<file path="src/rtl/rf_wb_if.sv">
// rf_wb_if: pipeline writeback, long-latency result, decode hazard and register-file write signals
interface rf_wb_if;
  logic        wb_valid;
  logic [4:0]  wb_rd;
  logic [31:0] wb_data;
  logic        lu_issue;
  logic [4:0]  lu_issue_rd;
  logic        lu_valid;
  logic [4:0]  lu_rd;
  logic [31:0] lu_data;
  logic        lu_ready;
  logic [4:0]  rs1;
  logic [4:0]  rs2;
  logic [4:0]  rd_dec;
  logic        rd_dec_wr;
  logic        stall;
  logic        wb_stall;
  logic        RegWrite;
  logic [4:0]  RD;
  logic [31:0] WData;
  logic        sb_err;
  modport master (
    output wb_valid, wb_rd, wb_data, lu_issue, lu_issue_rd, lu_valid, lu_rd, lu_data,
           rs1, rs2, rd_dec, rd_dec_wr,
    input  lu_ready, stall, wb_stall, RegWrite, RD, WData, sb_err
  );
  modport slave (
    input  wb_valid, wb_rd, wb_data, lu_issue, lu_issue_rd, lu_valid, lu_rd, lu_data,
           rs1, rs2, rd_dec, rd_dec_wr,
    output lu_ready, stall, wb_stall, RegWrite, RD, WData, sb_err
  );
endinterface

</file>
<file path="src/rtl/rf_wb_arbiter.sv">
// rf_wb_arbiter: shares one register-file write port between the pipeline and a buffered long-latency result
module rf_wb_arbiter #(
  parameter int HOLD_MAX = 3
) (
  input logic    clk,
  input logic    rst,
  rf_wb_if.slave bus
);
  localparam logic [3:0] HM = 4'(HOLD_MAX);
  logic        hb_valid_q, hb_valid_d;
  logic [4:0]  hb_rd_q, hb_rd_d;
  logic [31:0] hb_data_q, hb_data_d;
  logic [3:0]  age_q, age_d;
  logic [31:0] sb_q, sb_d;
  logic        sb_err_q, sb_err_d;
  logic        buf_gnt, pipe_gnt, wr_buf, cap;
  logic [31:0] clr, set, live;
  always_comb begin
    buf_gnt    = hb_valid_q && (!bus.wb_valid || bus.wb_rd == '0 || age_q == HM);
    pipe_gnt   = !buf_gnt && bus.wb_valid && bus.wb_rd != '0;
    wr_buf     = buf_gnt && hb_rd_q != '0;
    cap        = bus.lu_valid && !hb_valid_q;
    clr        = buf_gnt ? 32'(1) << hb_rd_q : '0;
    set        = (bus.lu_issue && bus.lu_issue_rd != '0) ? 32'(1) << bus.lu_issue_rd : '0;
    // bits being retired this cycle are forwarded, so they no longer block decode
    live       = sb_q & ~clr;
    hb_valid_d = cap ? 1'b1 : buf_gnt ? 1'b0 : hb_valid_q;
    hb_rd_d    = cap ? bus.lu_rd : hb_rd_q;
    hb_data_d  = cap ? bus.lu_data : hb_data_q;
    age_d      = (!hb_valid_q || buf_gnt) ? 4'd0 : (age_q == HM ? age_q : age_q + 4'd1);
    sb_d       = (live | set) & ~32'h1;
    sb_err_d   = sb_err_q || (bus.lu_valid && hb_valid_q) ||
                 (bus.lu_issue && bus.lu_issue_rd != '0 && live[bus.lu_issue_rd]);
  end
  always_ff @(posedge clk) begin
    if (!rst) begin
      hb_valid_q <= 1'b0;
      hb_rd_q    <= '0;
      hb_data_q  <= '0;
      age_q      <= '0;
      sb_q       <= '0;
      sb_err_q   <= 1'b0;
    end else begin
      hb_valid_q <= hb_valid_d;
      hb_rd_q    <= hb_rd_d;
      hb_data_q  <= hb_data_d;
      age_q      <= age_d;
      sb_q       <= sb_d;
      sb_err_q   <= sb_err_d;
    end
  end
  assign bus.lu_ready = !hb_valid_q;
  assign bus.wb_stall = bus.wb_valid && bus.wb_rd != '0 && buf_gnt;
  assign bus.RegWrite = wr_buf || pipe_gnt;
  assign bus.RD       = wr_buf ? hb_rd_q : pipe_gnt ? bus.wb_rd : '0;
  assign bus.WData    = wr_buf ? hb_data_q : pipe_gnt ? bus.wb_data : '0;
  assign bus.stall    = live[bus.rs1] || live[bus.rs2] || (bus.rd_dec_wr && live[bus.rd_dec]);
  assign bus.sb_err   = sb_err_q;
endmodule

</file>
<file path="src/flat_wrapper.sv">
// flat-port wrapper written by rule: the top's interface ports become plain ports
module rf_wb_arbiter_flat 
#(
  parameter int HOLD_MAX = 3
)
  (clk, rst, bus_wb_valid, bus_wb_rd, bus_wb_data, bus_lu_issue, bus_lu_issue_rd, bus_lu_valid, bus_lu_rd, bus_lu_data, bus_rs1, bus_rs2, bus_rd_dec, bus_rd_dec_wr, bus_lu_ready, bus_stall, bus_wb_stall, bus_RegWrite, bus_RD, bus_WData, bus_sb_err);
  rf_wb_if bus_i ();
  input logic clk;
  input logic rst;
  input wire logic [$bits(bus_i.wb_valid)-1:0] bus_wb_valid;
  input wire logic [$bits(bus_i.wb_rd)-1:0] bus_wb_rd;
  input wire logic [$bits(bus_i.wb_data)-1:0] bus_wb_data;
  input wire logic [$bits(bus_i.lu_issue)-1:0] bus_lu_issue;
  input wire logic [$bits(bus_i.lu_issue_rd)-1:0] bus_lu_issue_rd;
  input wire logic [$bits(bus_i.lu_valid)-1:0] bus_lu_valid;
  input wire logic [$bits(bus_i.lu_rd)-1:0] bus_lu_rd;
  input wire logic [$bits(bus_i.lu_data)-1:0] bus_lu_data;
  input wire logic [$bits(bus_i.rs1)-1:0] bus_rs1;
  input wire logic [$bits(bus_i.rs2)-1:0] bus_rs2;
  input wire logic [$bits(bus_i.rd_dec)-1:0] bus_rd_dec;
  input wire logic [$bits(bus_i.rd_dec_wr)-1:0] bus_rd_dec_wr;
  output wire logic [$bits(bus_i.lu_ready)-1:0] bus_lu_ready;
  output wire logic [$bits(bus_i.stall)-1:0] bus_stall;
  output wire logic [$bits(bus_i.wb_stall)-1:0] bus_wb_stall;
  output wire logic [$bits(bus_i.RegWrite)-1:0] bus_RegWrite;
  output wire logic [$bits(bus_i.RD)-1:0] bus_RD;
  output wire logic [$bits(bus_i.WData)-1:0] bus_WData;
  output wire logic [$bits(bus_i.sb_err)-1:0] bus_sb_err;
  assign bus_i.wb_valid = bus_wb_valid;
  assign bus_i.wb_rd = bus_wb_rd;
  assign bus_i.wb_data = bus_wb_data;
  assign bus_i.lu_issue = bus_lu_issue;
  assign bus_i.lu_issue_rd = bus_lu_issue_rd;
  assign bus_i.lu_valid = bus_lu_valid;
  assign bus_i.lu_rd = bus_lu_rd;
  assign bus_i.lu_data = bus_lu_data;
  assign bus_i.rs1 = bus_rs1;
  assign bus_i.rs2 = bus_rs2;
  assign bus_i.rd_dec = bus_rd_dec;
  assign bus_i.rd_dec_wr = bus_rd_dec_wr;
  assign bus_lu_ready = bus_i.lu_ready;
  assign bus_stall = bus_i.stall;
  assign bus_wb_stall = bus_i.wb_stall;
  assign bus_RegWrite = bus_i.RegWrite;
  assign bus_RD = bus_i.RD;
  assign bus_WData = bus_i.WData;
  assign bus_sb_err = bus_i.sb_err;
  rf_wb_arbiter #(.HOLD_MAX(HOLD_MAX)) u_core (.clk(clk), .rst(rst), .bus(bus_i));
endmodule
</file>
<file path="config.mk">
export PLATFORM = sky130hd
export DESIGN_NAME = rf_wb_arbiter_flat
export DESIGN_NICKNAME = d
export VERILOG_FILES = /design/src/rtl/rf_wb_if.sv /design/src/rtl/rf_wb_arbiter.sv /design/src/flat_wrapper.sv
export SDC_FILE = /design/constraint.sdc
export NUM_CORES = 1
export LEC_CHECK = 0
export ABC_AREA = 1
export BUFFER_PORTS_ARGS = -buffer_cell sky130_fd_sc_hd__buf_2
export CAP_MARGIN = 10
export CORE_UTILIZATION = 53
export DETAILED_ROUTE_END_ITERATION = 10
export PLACE_DENSITY = 0.85
export SYNTH_ARGS = -nofsm -noshare
export SYNTH_HDL_FRONTEND = slang
export SYNTH_SLANG_ARGS = --single-unit
</file>
<file path="constraint.sdc">
create_clock -name clk -period 2.1 [get_ports clk]
set_input_delay 0.21 -clock clk [delete_from_list [all_inputs] [get_ports clk]]
set_output_delay 0.21 -clock clk [all_outputs]
set_load 0.01 [all_outputs]
</file>
* Yosys cells after proc, flatten, opt, wreduce, memory -nomap -nowiden
Cells that the tools add are included.
Word-level totals: flip-flop bits (word level) 75, bits of input ports 100, output and inout bits 42, logic and storage cells 63
Cells by class: add/sub/neg operators 1, $lt $le $gt $ge 4, equal/unequal tests 1, shift-type cells 2, muxes and demuxes 16, bitwise gates (word level) 4, reduce and logical (&&, ||, !) cells 28
Operators with widths (count):
- 32-bit two-way mux | 4
- 1-bit by 5-bit left shift with 32-bit output (first input constant) | 2
- 32-bit AND | 1
- 32-bit inverter | 1
- 32-bit OR | 1
- 5-bit by 6-bit < comparator with 1-bit output (second input constant) | 4
- 1-bit binary-select mux with 5-bit select | 4
- 5-bit nonzero test | 3
- 1-bit logical AND | 11
- 5-bit two-way mux | 2
- 1-bit logical OR | 8
- 1-bit two-way mux | 6
- 5-bit logical NOT | 1
- 4-bit by 1-bit adder with 4-bit output (second input constant) | 1
- 4-bit by 2-bit equality test with 1-bit output (second input constant) | 1
- 1-bit logical NOT | 3
- 2-bit nonzero test | 1
- 2-bit OR reduction | 1
- 1-bit inverter | 1

* Depth between registers and ports, before layout
Gate-level depths: netlist of run 1.
depth in word-level cells 11, gate-level depth with buffers 16, gate-level depth less buffers 16

* Worst setup path after synthesis of run 1
No wires, ideal clock.
path kind reg-to-output, start point reg u_core.age_q[0], end point out bus_stall, data arrival time 1670 ps, data required time 1890 ps, setup slack 220 ps, cell stages (with the launch flop) 16, buffers on the path 1, cell sequence dfxtp_1 > ha_1 > nand2_2 > nand3_4 > buf_6 > nand3_1 > nand2_1 > nand2_1 > nand3_1 > a21oi_1 > nand2_1 > nand2_1 > nand2_1 > nand2_1 > nor2_1 > nand2_1
Between the ends: longest elaborated chain between the ends 10, elaborated cells between the ends (all ways) 15, those cells by class 1 x eq/ne; 7 x mux; 2 x bitwise; 5 x reduce/logical
Ends and longest elaborated chain:
- start: declaration | RTL line rf_wb_arbiter.sv:13 | logic [3:0] age_q, age_d;
- start signal: assignment | RTL line rf_wb_arbiter.sv:47 | age_q <= age_d;
- 4-bit by 2-bit equality test with 1-bit output (*) | RTL line rf_wb_arbiter.sv:19 | buf_gnt = hb_valid_q && (!bus.wb_valid || bus.wb_rd == '0 || age_q == HM);
- 1-bit logical OR (*) | RTL line rf_wb_arbiter.sv:19
- 1-bit logical AND (*) | RTL line rf_wb_arbiter.sv:19
- 32-bit two-way mux (*) | RTL line rf_wb_arbiter.sv:23 | clr = buf_gnt ? 32'(1) << hb_rd_q : '0;
- 32-bit inverter (*) | RTL line rf_wb_arbiter.sv:26 | live = sb_q & ~clr;
- 32-bit AND (*) | RTL line rf_wb_arbiter.sv:26
- 1-bit binary-select mux with 5-bit select | RTL line rf_wb_arbiter.sv:57 | assign bus.stall = live[bus.rs1] || live[bus.rs2] || (bus.rd_dec_wr && live[bus.rd_dec]);
- 1-bit two-way mux (not written as such) | RTL line rf_wb_arbiter.sv:57
- 1-bit logical OR or 1-bit logical AND (tied branches) | RTL line rf_wb_arbiter.sv:57
- 1-bit logical OR (*) | RTL line rf_wb_arbiter.sv:57
- end: declaration | RTL line flat_wrapper.sv:23 | output wire logic [$bits(bus_i.stall)-1:0] bus_stall;
Every way passes the cells marked *; elsewhere a longest branch is shown, timed or not. The select of a mux whose other input is x is not followed.

* Worst setup path after layout of run 1
start point reg u_core.age_q[2], end point out bus_stall
Same word-level chain as after synthesis.

==> impl_metrics.tcl, run 1 <==
set metrics [dict create \
    yosysSeqAreaShare_pct 30.1 \
    finalCritPeriodShare_pct 132 \
    n_antenna_cell 0 \
    final.setup.tns_ns -13.67 \
    cts-root-buf "clkbuf_8" \
    clkTransAtPathRegs_ns 0.12 \
    grt_pass1_vias 6984 \
    fin_ws_ns -0.676 \
    fin_area_sq_um 7560 \
    cts_tree "done" \
    yosysWarnings 0 \
    min_to "u_core.hb_data_q[29]" \
    routed_wl_um 26700 \
    cp_max_fo 6 \
    start_kind "register" \
    route.detailed.drc 16 \
    vias 7712 \
    rsz0062_at_grt "yes" \
    yosys.area.top_type_share_pct 30.1 \
    min_period_ns 2.78 \
    criticalPathCategory "reg2out" \
    antenna_found_initial 2 \
    worstSkewPairLatency_ns 0.38 \
    violations "DRC, setup timing" \
    antenna_left 0 \
    postLayoutCoreUtil_pct 85.4 \
    r2r-start "u_core.age_q[0]" \
    fmax_mhz 360 \
    crit_arrival_ns 2.57 \
    clock_sinks 74 \
    synth_nets 927 \
    reg2reg_to "u_core.bus.sb_err" \
    crit_required_ns 1.89 \
    gp_congestion 1.12 \
    start_util_pct 55.6 \
    maxCapViolCount 0 \
    p_leak_nw 3.50 \
    whs_path_depth 3 \
    slew_violations 0 \
    grt_max_degree 72 \
    ys_ff_latch 74 \
    final_cell_mix "nand2_1, buf_2, nand3_1" \
    area_delta_synth_final_pct 53.6 \
    die_y_um 98.4 \
    syn_area_sq_um 4920 \
    p_per_area_nw_per_um2 534 \
    placed_cell_area_sq_um 6220 \
    placementRows 34 \
    via_per_inst 6.67 \
    cts_hold_buffers 0 \
    drtIter0Drc 1071 \
    syn_area_per_cell_sq_um 5.96 \
    coreArea_sq_um 8850 \
    clock_skew_ns 0.0299 \
    r2r_slack_ns -0.23 \
    outcome "complete, but fails checks" \
    die_w_um 98.4 \
    vdd_drop_max_mv 0.536 \
    hold_violations 0 \
    hp-class "in2reg" \
    setup_violations 41 \
    grt_pass1_wl_um 36700 \
    ios 142 \
    worst_slew_pin_slew_ns 0.496 \
    pre_cts_slack_ns -0.234 \
    final_common_cell "nand2_1" \
    first_pass_iters 11 \
    cp-end-kind "primary output" \
    rr_worst_depth 17 \
    slew-limit-headroom_pct 66.9 \
    grt_overflow 0 \
    die_area_sq_um 9680 \
    yosysTopAreaCell "dfxtp_1" \
    clk_path_buf_depth 2 \
    wl_per_cell_um 23.1 \
    cts_buffers 9 \
    synthCells 826 \
    track_usage_pct 49.5 \
    dp_hpwl_um 14200 \
    min_from "bus_lu_data[29]" \
    synth.distinct_cells 30 \
    placement.io_buffers 141 \
    drive_gt1_share_pct 37.8 \
    finalNetCount 1145 \
    htree_levels 3 \
    synthTopCellsByArea "dfxtp_1, nand3_1, nand2_1, a21oi_1, o21ai_0" \
]
==> metrics by stage <==
stage	instances	total power, mW	hold WS [ns]
after floorplan	826	2.05	0.400
after global placement	1109	2.39	0.439
after detailed placement	1109	2.40	0.442
after CTS	1151	3.79	0.113
after global routing	1157	4.13	0.127
final	1157	4.04	0.112
==> routing by layer <==
layer	global-route usage (%)	vias up	wire length [um]
met5	1.54	-	13
met4	35.4	2	2990
met3	16.8	329	4330
met2	75.9	828	10900
met1	57.9	3360	8520
li1	-	3193	-
==> state kept, by name, indices dropped and copies added (netlist names) <==
signal and count:
u_core.sb_q 31, u_core.hb_rd_q 5, u_core.bus.sb_err 1, u_core.hb_valid_q 1, u_core.hb_data_q 32, u_core.age_q 4
==> cell type report <==
type	instances	area [sq um]
Sequential cell	74	1500
Clock buffer	9	124
Tap cell	108	135
Inverter	86	340
Fill cell	490	1290
Clock inverter	7	85.1
Timing Repair Buffer	257	2030
Multi-Input combinational cell	616	3350
==> cells in the mapped netlist, drive strengths merged <==
master and count:
nor3 5, nand2 184, xnor2 1, nand4 12
a21oi 89, o211ai 8, o21ai 92, dfxtp 74
inv 82, nor2 73, clkbuf 31, ha 1
clkinv 4, nor3b 1, o22ai 1, buf 19
xor2 1, nand3 148
==> what timing repair did <==
action / in CTS / in global routing
buffers inserted: 14 / 11
endpoints found under the hold margin: 0 / 0
gates cloned: 12 / 1
pin swaps: 10 / 28
endpoints found under the setup margin: 40 / 41
gates resized for setup: 127 / 77
==> power by group <==
group / internal, mW / switching (mW) / leakage (nW)
Combinational: 0.502 / 0.746 / 2.79
Clock: 0.575 / 0.688 / 0.100
Sequential: 1.48 / 0.0496 / 0.610
Total: 2.55 / 1.48 / 3.50
==> critical path, cell delays in order (launching register included) <==
cell	delay, ns
dfxtp_1	0.36
nor2_4	0.16
nand2_4	0.08
nand3_4	0.11
buf_12	0.14
nand2_8	0.06
buf_12	0.13
clkinv_8	0.06
nand2_1	0.11
nand2_2	0.14
nor2_1	0.05
nor2_1	0.16
nand2_1	0.07
nand3_1	0.09
nand2_1	0.06
nand2_1	0.06
nand2_1	0.07
nor2_1	0.10
nand2_1	0.05
buf_2	0.13
==> how the worst max path moves through the flow <==
stage	startpoint	end	slack, ns	cells past startpoint
after floorplan	u_core.age_q[0]	bus_stall	0.22	15
after CTS	u_core.age_q[0]	bus_stall	-0.41	17
after global routing	u_core.hb_rd_q[3]	bus_stall	-0.81	15
final	u_core.age_q[2]	bus_stall	-0.68	19
after detailed placement	u_core.age_q[0]	bus_stall	-0.23	15
after global placement	u_core.age_q[0]	bus_stall	-0.24	15
==> logic make-up after synthesis <==
| group | Yosys count | share of synthesized area, % |
|---|---|---|
| simple gates | 423 | 38.1 |
| compound gates | 190 | 20.0 |
| xor+xnor | 2 | 0.356 |
| buf+inv | 136 | 11.3 |
| fa+ha+maj | 1 | 0.254 |
| flops | 74 | 30.1 |
No activity file was read; power rests on OpenSTA's default activity.
==> run 2, diff against run 1 <==
--- a/config.mk
+++ b/config.mk
@@ -6,7 +6,7 @@
 export NUM_CORES = 1
 export LEC_CHECK = 0
 export ABC_AREA = 1
-export BUFFER_PORTS_ARGS = -buffer_cell sky130_fd_sc_hd__buf_2
+export BUFFER_PORTS_ARGS = -buffer_cell sky130_fd_sc_hd__buf_4
 export CAP_MARGIN = 10
 export CORE_UTILIZATION = 53
 export DETAILED_ROUTE_END_ITERATION = 10
==> run 2 against run 1 <==
  * The flow now stops in global routing (5_1_grt)
  * Area after synthesis unchanged
  * Synthesized cell count unchanged
==> impl_metrics.tcl, run 2 <==
set metrics [dict create \
    synth_nets 927 \
    grt_max_degree 76 \
    yosysWarnings 0 \
    synth.distinct_cells 30 \
    dp_hpwl_um 14800 \
    cts-root-buf "clkbuf_8" \
    die_w_um 98.4 \
    htree_levels 3 \
    yosysSeqAreaShare_pct 30.1 \
    track_usage_pct 72.4 \
    synth_most_common_cell "nand2_1" \
    stop_stage "global routing (5_1_grt)" \
    placed_cells 1105 \
    worst-ep-kind "top-level output" \
    toolErrorMsg "[ERROR GRT-0232] Routing congestion too high. Check the congestion heatmap in the GUI." \
    start_util_pct 55.6 \
    yosys.area.top_type_share_pct 30.1 \
    placementRows 34 \
    grt_overflow 36 \
    ios 142 \
    ys_ff_latch 74 \
    crit_endpoint "bus_stall" \
    yosys-top-cells-count "nand2_1, nand3_1, a21oi_1" \
    gp_congestion 1.11 \
    die_y_um 98.4 \
    clock_sinks 74 \
    syn_area_sq_um 4920 \
    synthArstFlopShare_pct 0 \
    outcome "did not finish" \
    synthFlopType "dfxtp_1" \
    placement.io_buffers 141 \
    synth_edf_count 0 \
    syn_area_per_cell_sq_um 5.96 \
    synthTopCellsByArea "dfxtp_1, nand3_1, nand2_1, a21oi_1, o21ai_0" \
    yosysTopAreaCell "dfxtp_1" \
    synthCells 826 \
    clk_path_buf_depth 2 \
    pre_cts_slack_ns -0.269 \
    cts_buffers 9 \
]
run 2: per-stage QoR:
| stage | util, % | cell area (sq um) | hold slack, ns |
|---|---|---|---|
| after floorplan | - | 4920 | 0.400 |
| after global placement | 74.1 | 6550 | 0.437 |
| after detailed placement | 74.1 | 6550 | 0.442 |
| after CTS | 83.2 | 7360 | 0.122 |
run 2: logic make-up after synthesis:
| logic type | share of synthesized area (%) |
|---|---|
| xor gates and xnor gates | 0.356 |
| and+or+nand+nor | 38.1 |
| adders and majority gates | 0.254 |
| buffers and inverters | 11.3 |
| AOI/OAI and AO/OA | 20.0 |
| DFF | 30.1 |
run 2: what timing repair did:
action                                  CTS
setup buffers                            17
pin swaps                                27
endpoints found under the setup margin   40
hold buffers                              0
resized for setup                       127
cloned                                    5
run 2: metal layers:
metal  overflow  global-route usage, %
met2         15                   93.3
met4         21                   72.8
met5          0                   5.64
met1          0                   72.4
met3          0                   53.5
==> run 3, diff against run 2 <==
--- a/config.mk
+++ b/config.mk
@@ -8,9 +8,9 @@
 export ABC_AREA = 1
 export BUFFER_PORTS_ARGS = -buffer_cell sky130_fd_sc_hd__buf_4
 export CAP_MARGIN = 10
-export CORE_UTILIZATION = 53
+export CORE_UTILIZATION = 40
 export DETAILED_ROUTE_END_ITERATION = 10
-export PLACE_DENSITY = 0.85
+export PLACE_DENSITY_LB_ADDON = 0.15
 export SYNTH_ARGS = -nofsm -noshare
 export SYNTH_HDL_FRONTEND = slang
 export SYNTH_SLANG_ARGS = --single-unit
==> run 3 against run 2 <==
  * The flow now finishes, with violations (setup timing)
==> impl_metrics.tcl, run 3 (synthesis gave the netlist of run 1 again) <==
set metrics [dict create \
    grt_max_degree 58 \
    hp-class "in2reg" \
    htree_levels 3 \
    n_antenna_cell 0 \
    cp-end-kind "primary output" \
    crit_required_ns 1.89 \
    slew_violations 0 \
    crit_arrival_ns 2.30 \
    final_common_cell "buf_4" \
    finalCritPeriodShare_pct 119 \
    largest_reg_flops 32 \
    reg2reg_to "u_core.bus.sb_err" \
    final_cell_mix "buf_4, nand2_1, nand3_1" \
    cp_max_fo 8 \
    track_usage_pct 30.5 \
    p_sw_mw 1.34 \
    route.detailed.drc 0 \
    drive_gt1_share_pct 38.4 \
    finalNetCount 1147 \
    maxCapViolCount 0 \
    r2r_slack_ns -0.08 \
    min_from "bus_lu_data[6]" \
    worstSkewPairLatency_ns 0.34 \
    whs_path_depth 3 \
    clock_skew_ns 0.00999 \
    via_per_inst 5.43 \
    area_delta_synth_final_pct 59.7 \
    clk_path_buf_depth 2 \
    slew-limit-headroom_pct 33.9 \
    start_kind "register" \
    clkTransAtPathRegs_ns 0.06 \
    cts_hold_buffers 0 \
    antenna_left 0 \
    gp_congestion 0.956 \
    criticalPathCategory "reg2out" \
    vias 6507 \
    die_area_sq_um 12800 \
    fin_ws_ns -0.407 \
    ios 142 \
    p_leak_nw 3.57 \
    r2r-start "u_core.age_q[1]" \
    die_w_um 113 \
    power.internal_mw 2.95 \
    cts_tree "done" \
    die_y_um 113 \
    routed_wl_um 20000 \
    cts_buffers 9 \
    pwr-share-seq_pct 35.3 \
    worst_slew_pin_slew_ns 0.991 \
    top_register "u_core.hb_data_q" \
    vdd_drop_max_mv 0.436 \
    comb_power_share_pct 27.7 \
    min_period_ns 2.51 \
    antenna_found_initial 0 \
    wl_per_cell_um 16.7 \
    rsz0062_at_grt "yes" \
    placement.io_buffers 141 \
    grt_overflow 0 \
    placementRows 40 \
    p_total_mw 4.29 \
    dp_hpwl_um 13900 \
    grt_pass1_vias 5986 \
    coreArea_sq_um 12000 \
    drtIter0Drc 589 \
    hold_violations 0 \
    largestRegisters "u_core.hb_data_q: 32 flops, u_core.sb_q: 31 flops, u_core.hb_rd_q: 5 flops" \
    p_per_area_nw_per_um2 546 \
    rr_worst_depth 17 \
    p_sw_share_pct 31.2 \
    fmax_mhz 399 \
    violations "setup timing" \
    min_to "u_core.hb_data_q[6]" \
    grt_pass1_wl_um 30400 \
    clock_sinks 74 \
    cts-root-buf "clkbuf_16" \
    first_pass_iters 6 \
    n_fill_cell 1069 \
    outcome "complete, but fails checks" \
    setup_violations 40 \
    postLayoutCoreUtil_pct 65.5 \
    pwr-share-clk_pct 37.0 \
    pre_cts_slack_ns -0.164 \
    start_util_pct 41.0 \
]
-- run 3: critical path: stages (launching register included) --
cell     delay (ns)
dfxtp_2        0.34
ha_4           0.17
nand2_4        0.07
nand3_4        0.18
buf_12         0.22
nand3_1        0.10
nand2_2        0.11
a21oi_2        0.15
nand2_1        0.09
nand2_1        0.09
nand3_1        0.07
nand2_1        0.06
nand2_1        0.04
nand2_1        0.05
nor2_1         0.04
nand2_1        0.07
buf_6          0.10
-- run 3: worst max-delay path by stage --
| stage | from | endpoint | slack, ns | cells past startpoint |
|---|---|---|---|---|
| 6_report | u_core.age_q[1] | bus_stall | -0.41 | 16 |
| 5_1_grt | u_core.age_q[1] | bus_stall | -0.57 | 16 |
| 4_1_cts | u_core.age_q[1] | bus_stall | -0.37 | 15 |
| 3_5_place_dp | bus_wb_rd[1] | bus_stall | -0.16 | 17 |
| 3_3_place_gp | u_core.hb_rd_q[1] | bus_stall | -0.16 | 14 |
| 2_1_floorplan | u_core.age_q[0] | bus_stall | 0.22 | 15 |
-- run 3: layout make-up --
| class | instances | area (sq um) | area share [%] |
|---|---|---|---|
| multi-input combinational | 617 | 3330 | 42.4 |
| timing repair buffer | 258 | 2210 | 28.2 |
| clock buffer | 9 | 225 | 2.86 |
| sequential | 74 | 1490 | 19.0 |
| clock inverter | 7 | 81.3 | 1.03 |
| tap | 147 | 184 | 2.34 |
| inverter | 86 | 330 | 4.20 |
-- run 3: metal layers --
metal / vias up / wire, um / track usage, %
met1: 2953 / 8680 / 41.2
met5: - / 0 / 0
met2: 316 / 9040 / 46.9
li1: 3187 / - / -
met3: 51 / 1680 / 7.02
met4: 0 / 627 / 12.5
-- run 3: power by group through the flow --
stage | logic [mW] | registers, mW | clock network [mW]
after detailed placement | 0.966 | 1.54 | 0
after global placement | 0.964 | 1.54 | 0
after global routing | 1.29 | 1.52 | 1.68
final | 1.19 | 1.52 | 1.59
after floorplan | 0.522 | 1.53 | 0
after CTS | 1.03 | 1.51 | 1.61
-- run 3: through the flow --
stage | instance area [sq um] | TNS (ns) | hold slack [ns] | cells
final | 7860 | -7.72 | 0.141 | 1198
after global routing | 7860 | -10.59 | 0.138 | 1198
after CTS | 7310 | -7.11 | 0.135 | 1179
after detailed placement | 6630 | -0.214 | 0.439 | 1149
after global placement | 6630 | -0.174 | 0.433 | 1149
after floorplan | 4920 | 0 | 0.400 | 826
-- run 3: timing repair --
item	4_1_cts	5_1_grt
endpoints found under the hold margin	0	0
pin swaps	25	18
resized for setup	69	115
setup endpoints to repair	39	40
cloned	4	7
setup buffers	10	16
